<file path="config.mk">
export PLATFORM = sky130hd
export DESIGN_NAME = fetch_unit
export DESIGN_NICKNAME = d
export VERILOG_FILES = /design/src/rtl/fetch_unit.sv
export SDC_FILE = /design/constraint.sdc
export NUM_CORES = 1
export LEC_CHECK = 0
export ABC_AREA = 1
export CAP_MARGIN = 10
export CORE_MARGIN = 3
export CORE_UTILIZATION = 45
export CTS_CLUSTER_DIAMETER = 200
export DETAILED_ROUTE_END_ITERATION = 16
export GPL_TIMING_DRIVEN = 1
export PLACE_DENSITY_LB_ADDON = 0.1
export SLEW_MARGIN = 40
export SYNTH_ARGS = -nofsm -noshare
export SYNTH_HDL_FRONTEND = slang
export SYNTH_SLANG_ARGS = --single-unit
</file>
<file path="constraint.sdc">
create_clock -name clk -period 3.22 [get_ports clk]
set_clock_uncertainty 0.15 [all_clocks]
set_input_delay 0.805 -clock clk [delete_from_list [all_inputs] [get_ports clk]]
set_output_delay 0.805 -clock clk [all_outputs]
set_load 0.02 [all_outputs]
</file>
<file path="src/rtl/fetch_unit.sv">
`default_nettype none
// fetch_unit: owns the PC, issues credit-limited imem requests, buffers {pc,instr} for decode.
// Optional FETCH_PERF_CNT_EN adds the perf_fetched delivered-instruction counter port.
module fetch_unit #(
   parameter logic [31:0] RESET_PC   = 32'h0000_0000,
   parameter int          FIFO_DEPTH = 2
) (
   input  logic        clk,
   input  logic        rst_n,
   output logic        imem_req_valid,
   input  logic        imem_req_ready,
   output logic [31:0] imem_req_addr,
   input  logic        imem_rsp_valid,
   input  logic [31:0] imem_rsp_data,
   input  logic        redirect_valid,
   input  logic [31:0] redirect_pc,
   output logic        dec_valid,
   input  logic        dec_ready,
   output logic [31:0] dec_pc,
   output logic [31:0] dec_instr
`ifdef FETCH_PERF_CNT_EN
   ,
   output logic [31:0] perf_fetched
`endif
);

   localparam int          c_CW    = $clog2(FIFO_DEPTH + 1);
   localparam int          c_PW    = (FIFO_DEPTH > 1) ? $clog2(FIFO_DEPTH) : 1;
   localparam logic [c_CW:0] c_DEPTH = (c_CW + 1)'(FIFO_DEPTH);

   typedef enum logic [0:0] {
      S_RUN   = 1'b0,
      S_DRAIN = 1'b1
   } state_t;

   state_t            r_state;
   state_t            w_state_nxt;
   logic [c_CW-1:0]   r_drop;
   logic [c_CW-1:0]   w_drop_nxt;

   logic [31:0]       r_pc;
   logic [c_CW-1:0]   r_out;
   logic [c_CW-1:0]   r_fcnt;
   logic [c_PW-1:0]   r_frd;
   logic [c_PW-1:0]   r_fwr;
   logic [31:0]       r_fpc  [FIFO_DEPTH];
   logic [31:0]       r_fins [FIFO_DEPTH];
   logic [31:0]       r_tpc  [FIFO_DEPTH];
   logic [c_PW-1:0]   r_trd;
   logic [c_PW-1:0]   r_twr;

   logic              w_credit;
   logic              w_req_fire;
   logic              w_push;
   logic              w_pop;

   function automatic logic [c_PW-1:0] ptr_inc(input logic [c_PW-1:0] p);
      ptr_inc = (p == c_PW'(FIFO_DEPTH - 1)) ? '0 : p + 1'b1;
   endfunction

   // Buffered entries count against credits so a response always has a slot.
   assign w_credit       = ({1'b0, r_out} + {1'b0, r_fcnt}) < c_DEPTH;
   assign imem_req_valid = rst_n && !redirect_valid && w_credit;
   assign imem_req_addr  = r_pc;
   assign w_req_fire     = imem_req_valid && imem_req_ready;

   assign dec_valid = rst_n && !redirect_valid && (r_fcnt != '0);
   assign dec_pc    = r_fpc[r_frd];
   assign dec_instr = r_fins[r_frd];
   assign w_pop     = dec_valid && dec_ready;
   assign w_push    = imem_rsp_valid && (r_state == S_RUN) && !redirect_valid;

   always_ff @(posedge clk) begin
      if (!rst_n) begin
         r_state <= S_RUN;
         r_drop  <= '0;
      end else begin
         r_state <= w_state_nxt;
         r_drop  <= w_drop_nxt;
      end
   end

   // A response arriving in the redirect cycle is itself discarded, hence the subtraction.
   always_comb begin
      w_drop_nxt  = r_drop;
      w_state_nxt = r_state;
      if (redirect_valid) begin
         w_drop_nxt = r_out - c_CW'(imem_rsp_valid);
      end else if (imem_rsp_valid && (r_state == S_DRAIN)) begin
         w_drop_nxt = r_drop - 1'b1;
      end
      w_state_nxt = (w_drop_nxt != '0) ? S_DRAIN : S_RUN;
   end

   always_ff @(posedge clk) begin
      if (!rst_n) begin
         r_pc   <= RESET_PC;
         r_out  <= '0;
         r_fcnt <= '0;
         r_frd  <= '0;
         r_fwr  <= '0;
         r_trd  <= '0;
         r_twr  <= '0;
         for (int i = 0; i < FIFO_DEPTH; i++) begin
            r_fpc[i]  <= '0;
            r_fins[i] <= '0;
            r_tpc[i]  <= '0;
         end
      end else begin
         r_out <= r_out + c_CW'(w_req_fire) - c_CW'(imem_rsp_valid);
         if (w_req_fire) begin
            r_pc         <= r_pc + 32'd4;
            r_tpc[r_twr] <= r_pc;
            r_twr        <= ptr_inc(r_twr);
         end
         // Tag queue tracks every outstanding request, dropped ones included.
         if (imem_rsp_valid) begin
            r_trd <= ptr_inc(r_trd);
         end
         if (redirect_valid) begin
            r_pc   <= {redirect_pc[31:2], 2'b00};
            r_fcnt <= '0;
            r_frd  <= '0;
            r_fwr  <= '0;
         end else begin
            if (w_push) begin
               r_fpc[r_fwr]  <= r_tpc[r_trd];
               r_fins[r_fwr] <= imem_rsp_data;
               r_fwr         <= ptr_inc(r_fwr);
            end
            if (w_pop) begin
               r_frd <= ptr_inc(r_frd);
            end
            r_fcnt <= r_fcnt + c_CW'(w_push) - c_CW'(w_pop);
         end
      end
   end

`ifdef FETCH_PERF_CNT_EN
   logic [31:0] r_perf;

   always_ff @(posedge clk) begin
      if (!rst_n) begin
         r_perf <= '0;
      end else if (w_pop) begin
         r_perf <= r_perf + 32'd1;
      end
   end

   assign perf_fetched = r_perf;
`endif

endmodule
`default_nettype wire

</file>
-- Word-level counts from Yosys, hierarchy flattened
Memories as Yosys holds them, arrays and structs flattened. A register that Yosys moved wholly into a read port is not among the register bits.
Cells that the tools add are included.
- register bits: 43
- bits in writable memories: 192
- logic and storage cells: 76
- memories: 3
- memory list (memory ; words ; width ; read ports ; clocked after Yosys merged registers in ; wr ports ; RTL line ; RTL):
    r_fins ; 2 ; 32 ; 1 ; 1 ; 2 ; 47 ; logic [31:0] r_fins [FIFO_DEPTH];
    r_fpc ; 2 ; 32 ; 1 ; 1 ; 2 ; 46 ; logic [31:0] r_fpc [FIFO_DEPTH];
    r_tpc ; 2 ; 32 ; 1 ; 1 ; 2 ; 48 ; logic [31:0] r_tpc [FIFO_DEPTH];
- $add $sub $neg: 12
- magnitude comparators: 1
- mux-type cells: 32
- bitwise logic cells: 2
- reductions and logical operators: 16
- operators by type and width (operator ; count):
    $mux 32 ; 5
    $reduce_or 32->1 ; 3
    $add 32x3->32 const B ; 1
    $mux 1 ; 25
    $logic_and 1x1->1 ; 8
    $reduce_bool 2->1 ; 3
    $sub 2x1->2 ; 3
    $add 1x1->1 const B ; 4
    $add 2x1->2 ; 2
    $mux 2 ; 2
    $add 2x2->3 ; 1
    $lt 3x2->1 const B ; 1
    $not 1->1 ; 2
    $reduce_or 2->1 ; 1
    $sub 2x1->2 const B ; 1
    $logic_not 1->1 ; 1

-- Depth between registers and ports, before layout
Gate-level depths: netlist of run 1.
- word-level depth: 9
- gate-level depth with buffers: 12

-- Worst setup path before layout of run 1
No wires, ideal clock.
- kind: in2reg
- start point: input port redirect_valid
- end point: memory r_fins[1][0], enable pin
- arrival time: 2857 ps
- required time: 2649 ps
- slack: -208 ps
- cell stages on the path: 5
- path buffers: 2
- cells stage by stage: buf_4 nor2_8 nand3_1 clkbuf_1 nand2_1
- RTL lines (what ; RTL line ; RTL):
    start: declaration ; 15 ; input logic redirect_valid,
    end: declaration ; 47 ;

==> results of run 1 <==
==> power by group through the flow <==
stage | logic (mW) | clock network, mW | registers, mW
after global placement | 0.864 | 0 | 3.47
after floorplan | 0.448 | 0 | 3.49
after CTS | 0.874 | 2.84 | 3.42
after detailed placement | 0.868 | 0 | 3.48
after global routing | 0.940 | 2.98 | 3.43
final | 0.863 | 2.79 | 3.42
==> cells by family after synthesis <==
family	count (synthesis)
simple gates	409
mux	92
xor+xnor	15
flops	227
compound gates	66
fa+ha+maj	7
buf+inv	155
other cells	1
==> final timing paths <==
kind | depth (start not counted) | from | slack [ps] | end
min reg2reg | 2 | r_twr | 320 | r_twr
max | 3 | flop | 150 | dec_pc[12]
min | 2 | r_twr | 320 | r_twr
max reg2reg | 9 | r_out[0] | 880 | r_tpc[0][24]
==> what timing repair did <==
item	4_1_cts	5_1_grt
gates resized for setup	2	1
endpoints found under the setup margin	2	13
endpoints found under the hold margin	0	0
==> final cells by class <==
class                      count  area [um^2]
timing repair buffer         187         1930
fill                        1895         8980
clock buffer                  35          714
tap                          280          350
sequential                   227         6390
inverter                     108          405
clock inverter                 8         96.3
multi-input combinational    593         3370
==> routing by layer <==
| metal | routed length, um | GRT usage [%] | vias to the layer above |
|---|---|---|---|
| met3 | 1470 | 3.06 | 30 |
| met5 | 0 | 0 | - |
| met4 | 383 | 4.88 | 0 |
| met1 | 10700 | 25.9 | 3396 |
| met2 | 10700 | 30.7 | 210 |
| li1 | - | - | 3536 |
==> cells in the mapped netlist (3+ instances only) <==
cell type                  number  area, um^2
sky130_fd_sc_hd__buf_2         19        95.1
sky130_fd_sc_hd__a31oi_1        4        25.0
sky130_fd_sc_hd__dfxtp_1       43         861
sky130_fd_sc_hd__nand2_4        3        33.8
sky130_fd_sc_hd__o21ai_0       23         115
sky130_fd_sc_hd__inv_2          5        18.8
sky130_fd_sc_hd__ha_1           6        75.1
sky130_fd_sc_hd__nand2_1      117         439
sky130_fd_sc_hd__nand3_1       34         170
sky130_fd_sc_hd__mux2_2        62         698
sky130_fd_sc_hd__edfxtp_1     184        5530
sky130_fd_sc_hd__nor2_4         6        67.6
sky130_fd_sc_hd__xnor2_1        4        35.0
sky130_fd_sc_hd__or2_2          4        25.0
sky130_fd_sc_hd__mux2i_1       30         300
sky130_fd_sc_hd__xor2_1        10        87.6
sky130_fd_sc_hd__o21ai_1        6        30.0
sky130_fd_sc_hd__nand2_2        5        31.3
sky130_fd_sc_hd__nor2_8         3        60.1
sky130_fd_sc_hd__a21oi_1       26         130
sky130_fd_sc_hd__clkbuf_1      21        78.8
sky130_fd_sc_hd__inv_1        103         387
sky130_fd_sc_hd__buf_4          5        37.5
sky130_fd_sc_hd__nor2_1       229         860
==> worst register-to-register path: cells and delay by family (launching register included) <==
kind | cells | cell delay [ps]
AND/OR/NAND/NOR | 5 | 730
adder cells (fa/ha/maj) | 1 | 430
buffers and inverters | 3 | 360
flip-flops | 1 | 350
==> per-stage QoR <==
stage	instance area (um^2)	hold slack [ps]	TNS (ps)	std cells
finish	13300	322	0	1438
global route	13300	348	0	1438
floorplan	10400	296	0	975
global placement	12400	306	-15.9	1395
detailed placement	12400	315	-27.7	1395
CTS	13200	322	0	1438
==> flip-flops by register name (all words and copies together), names as in the netlist, 2 cells and up, named ones only <==
register and flops:
r_fpc 60, r_out 2, r_fcnt 2, imem_req_addr 30, r_tpc 60, r_fins 64, r_drop 2
==> results.yml, run 1 <==
yosys:
  synth_top_family_by_area: "simple AND/OR/NAND/NOR gates"
  synth_compound_gate_area_share_pct: 3.41
  synth_seq_cells: 227
  synth_enable_flop_cells: 184
  postSynthCellCount: 972
  seq_area_frac_synth_pct: 61.7
  synth.yosys.warnings: 0
  yosys.area_share.simple_pct: 16.9
  synth.avg_cell_area_um2: 10.7
  yosys.area_share.xor_xnor_pct: 1.34
  dominantRegCellSynth: "sky130_fd_sc_hd__edfxtp_1"
  post_synth_instance_area_um2: 10400
  post_synth_num_cell_types: 39
  muxShareOfSynthArea_pct: 9.64
  yosys.area_share.adder_pct: 0.918
  synthArstFlopShare_pct: 0
clocking:
  root_buffer: "sky130_fd_sc_hd__clkbuf_16"
  clock_sink_count: 227
  cts_tree: "done"
  cts_made_buffers: 24
  cts_setup_buffers: 0
  clock_insertion_delay_at_the_later_pin_of_the_skew_report_ps: 510
  htree_num_levels: 1
  cts.reportedPaths.clkPinSlew_ps: 60
  cts_buffer_depth: 3
  cts_hold_buffers: 0
floorplan:
  initial_utilization_pct: 46.6
  pin_count: 168
  fp-row-count: 54
  die_height_um: 158
  fp.dieArea_um2: 24900
  die_x_um: 158
  core-area_um2: 22200
sta:
  slew_viol_final: 0
  actual_transition_at_the_worst_max_transition_pin_ps: 566
  final-setup-viol-count: 0
  grt_setup_unrepaired: "false"
  final-hold-violation-count: 0
  max_clock_freq_mhz: 326
  fin_crit_ps: 3070
  worst_setup_margin_ps: 148
  slew_headroom_pct: 62.3
  timing.final.crit_share_pct: 95.4
pwr:
  vdd.ir_drop.worst_mv: 0.334
  internal_power_mw: 5.43
  netSwitchingPower_mw: 1.65
  cellLeakagePower_nw: 5.20
  p_clk_share_pct: 39.5
  power_density_nw_per_um2: 534
  power.combinational.fraction_pct: 12.2
  part_of_the_power_in_registers_pct: 48.3
  p_total_mw: 7.07
  power.share.switching_pct: 23.3
critical_path:
  timing.critical_path.slowest_stage_cell: "sky130_fd_sc_hd__clkdlybuf4s50_1"
  critical_path_required_ps: 2260
  worstSetupStartpointType: "flop"
  critical_path.cell_chain: "buf_12 -> mux2_2 -> clkdlybuf4s50_1"
  timing.critical_path.to_type: "output pin"
  timing.critical_path.slowest_cell_delay_ps: 580
  worst-setup-path-type: "flop to output pin"
  timing.critical_path.max_delay_family: "buffers and inverters"
  critPathArrivalTime_ps: 2120
  crit_buf_inv: 2
  path_max_fanout: 22
finish:
  finish.net_count: 1218
  post_route_cells_drive_above_1_share_pct: 13.9
  layout.cells.most_common: "sky130_fd_sc_hd__nor2_1"
  synthToLayoutAreaGrowth_pct: 27.9
  layout.cells.most_common_list: "sky130_fd_sc_hd__nor2_1, sky130_fd_sc_hd__edfxtp_1, sky130_fd_sc_hd__clkdlybuf4s50_1"
  post-route-util_pct: 59.6
  num_antenna_cells: 0
global_route:
  grt_antenna_before_repair: 0
  via_count_of_the_first_global_routing_pass: 7137
  total_grt_overflow: 0
  grt_start_max_net_pins: 63
  groute.usage.overall_pct: 18.7
  grt_first_pass_wirelength_um: 37000
placed_design:
  worst_slack_after_detailed_placement_ps: -19.4
  port_buffers: 161
  finalWeightedCongestion: 0.876
  detailed_place_hpwl_um: 15200
detailed_routing:
  dr_total_vias: 7172
  antenna_left: 0
  vias_per_cell: 4.99
  detail_route.wl_per_cell_um: 16.2
  count_of_tritonroute_iterations_in_the_first_routing_pass: 5
  drc_errors: 0
  number_of_drc_markers_in_iteration_0: 395
  route.final.wire_length_um: 23300
job:
  timing.max_cap.violations: 0
run_status:
  status: "finished clean"
worst_hold_path:
  hold_path.class: "flop to flop"
(Power assumes the default switching activity.)
==> inputs of run 2 (changes only) <==
--- a/config.mk
+++ b/config.mk
@@ -13,6 +13,7 @@
 export DETAILED_ROUTE_END_ITERATION = 16
 export GPL_TIMING_DRIVEN = 1
 export PLACE_DENSITY_LB_ADDON = 0.1
+export RECOVER_POWER = 100
 export SLEW_MARGIN = 40
 export SYNTH_ARGS = -nofsm -noshare
 export SYNTH_HDL_FRONTEND = slang
==> run 2 against run 1 <==
Register-to-register slack got worse by 440 ps. The run now ends with max-capacitance violations, max-slew violations left. Sequential power barely moved. Power fell by 0.51%. Global-route usage did not move. Routed wire length fell by 0.15%. Final area fell by 1.1%. First-iteration DRC count fell by 0.25%. Clock power barely moved. Worst setup slack got worse by 24 ps. Largest cell class unchanged. Sequential share of layout area rose by 0.55 points. Non-clock buffer count did not move.
==> results.yml, run 2 (synthesized netlist as in run 1, its figures left out) <==
run_status:
  status: "complete, but fails checks"
  failed_checks: "max-capacitance violations, max-slew violations"
pwr:
  p_total_mw: 7.04
  part_of_the_power_in_registers_pct: 48.6
  p_clk_share_pct: 39.7
  netSwitchingPower_mw: 1.64
  vdd.ir_drop.worst_mv: 0.335
  power_density_nw_per_um2: 537
  power.share.switching_pct: 23.3
  power.combinational.fraction_pct: 11.8
  cellLeakagePower_nw: 5.23
  internal_power_mw: 5.40
detailed_routing:
  antenna_left: 0
  route.final.wire_length_um: 23300
  detail_route.wl_per_cell_um: 16.2
  count_of_tritonroute_iterations_in_the_first_routing_pass: 4
  number_of_drc_markers_in_iteration_0: 394
  dr_total_vias: 7154
  drc_errors: 0
  vias_per_cell: 4.97
clocking:
  cts_setup_buffers: 0
  cts_buffer_depth: 3
  htree_num_levels: 1
  cts_hold_buffers: 0
  cts.reportedPaths.clkPinSlew_ps: 60
  cts_made_buffers: 24
  cts_tree: "done"
  clock_insertion_delay_at_the_later_pin_of_the_skew_report_ps: 510
  root_buffer: "sky130_fd_sc_hd__clkbuf_16"
  clock_sink_count: 227
finish:
  regMostFlops: "r_fins"
  num_antenna_cells: 0
  layout.cells.most_common_list: "sky130_fd_sc_hd__nor2_1, sky130_fd_sc_hd__edfxtp_1, sky130_fd_sc_hd__clkdlybuf4s50_1"
  layout.cells.most_common: "sky130_fd_sc_hd__nor2_1"
  post_route_cells_drive_above_1_share_pct: 13.0
  synthToLayoutAreaGrowth_pct: 26.5
  largest_register_ffs: 64
  final_cell_area_um2: 13100
  finish.net_count: 1218
  top_regs: "r_fins x64, r_fpc x60, r_tpc x60"
critical_path:
  critPathArrivalTime_ps: 2140
  crit_buf_inv: 2
  path_max_fanout: 25
  timing.critical_path.max_delay_family: "buffers and inverters"
  timing.critical_path.to_type: "output pin"
  worstSetupStartpointType: "flop"
  critical_path_required_ps: 2260
  timing.critical_path.slowest_stage_cell: "sky130_fd_sc_hd__clkdlybuf4s50_1"
  critical_path.cell_chain: "buf_8 -> mux2_2 -> clkdlybuf4s50_1"
  timing.critical_path.slowest_cell_delay_ps: 540
  worst-setup-path-type: "flop to output pin"
global_route:
  via_count_of_the_first_global_routing_pass: 7137
  total_grt_overflow: 0
  grt_first_pass_wirelength_um: 37000
  grt_start_max_net_pins: 63
  grt_antenna_before_repair: 0
  groute.usage.overall_pct: 18.7
floorplan:
  die_x_um: 158
  fp.dieArea_um2: 24900
  die_height_um: 158
  core-area_um2: 22200
  fp-row-count: 54
  initial_utilization_pct: 46.6
  pin_count: 168
sta:
  max_clock_freq_mhz: 323
  grt_setup_unrepaired: "false"
  slew_headroom_pct: -5.00
  fin_crit_ps: 3100
  timing.final.crit_share_pct: 96.1
  final-setup-viol-count: 0
  actual_transition_at_the_worst_max_transition_pin_ps: 1570
  final-hold-violation-count: 0
  slew_viol_final: 31
placed_design:
  post_dp_cell_area_um2: 12400
  detailed_place_hpwl_um: 15200
  port_buffers: 161
  finalWeightedCongestion: 0.876
worst_hold_path:
  hold_path.class: "flop to flop"
job:
  timing.max_cap.violations: 2
==> run 2: cell count changes in the layout (fill, tap and decap cells not counted), moves of 4 or more <==
cell | before | now
sky130_fd_sc_hd__clkdlybuf4s50_1 | 159 | 121
sky130_fd_sc_hd__dlygate4sd3_1 | 0 | 38
sky130_fd_sc_hd__clkbuf_2 | 0 | 10
sky130_fd_sc_hd__buf_12 | 10 | 2
sky130_fd_sc_hd__buf_4 | 16 | 9
sky130_fd_sc_hd__o21ai_0 | 23 | 27
sky130_fd_sc_hd__o21ai_1 | 6 | 2
==> run 2: area by class of cell <==
cell class / instances / area [um^2]
clock buffers: 35 / 714
clock inverters: 8 / 96.3
fillers: 1922 / 9130
inverters: 108 / 405
multi-input cells: 593 / 3340
flip-flops and latches: 227 / 6390
well taps: 280 / 350
repair buffers: 187 / 1810
==> run 2: through the flow <==
step / TNS (ps) / instances / hold slack (ps) / util (%) / worst slack (ps)
final: 0 / 1438 / 317 / 58.9 / 124
after global routing: 0 / 1438 / 343 / 58.9 / 45.7
after CTS: 0 / 1438 / 322 / 59.6 / 1.91
after detailed placement: -27.7 / 1395 / 315 / 56.0 / -19.4
after global placement: -15.9 / 1395 / 306 / 56.0 / -12.5
after floorplan: 0 / 975 / 296 / - / 364
==> run 2: timing repair <==
item,4_1_cts,5_1_grt
cloned,0,0
resized for setup,2,1
endpoints found under the setup margin,2,13
==> run 2: worst min-delay path, delay by kind of cell, from the launching register on <==
| kind | cells | cell delay, ps |
|---|---|---|
| flip-flops | 1 | 310 |
| buffers and inverters | 1 | 60 |
| AO/OA/AOI/OAI | 1 | 60 |
==> run 2: final timing paths <==
check             startpoint       endpoint  slack, ps  cells after the start
setup / recovery        flop  dec_instr[21]        120                      3
hold reg to reg        r_twr          r_twr        320                      2
setup reg to reg    r_out[0]   r_tpc[0][24]        440                      9
hold / removal         r_twr          r_twr        320                      2
==> run 2: power by group through the flow <==
stage | combinational, mW | sequential, mW | clock, mW
2_1_floorplan | 0.448 | 3.49 | 0
3_3_place_gp | 0.864 | 3.47 | 0
3_5_place_dp | 0.868 | 3.48 | 0
4_1_cts | 0.874 | 3.42 | 2.84
5_1_grt | 0.904 | 3.44 | 2.98
6_report | 0.827 | 3.42 | 2.79
==> run 2: layer usage <==
metal  global-route usage [%]  part of all wire, %
met5                        0                    0
met4                     4.88                  1.6
met3                     3.06                  5.8
met2                     30.7                   46
met1                     25.9                   47
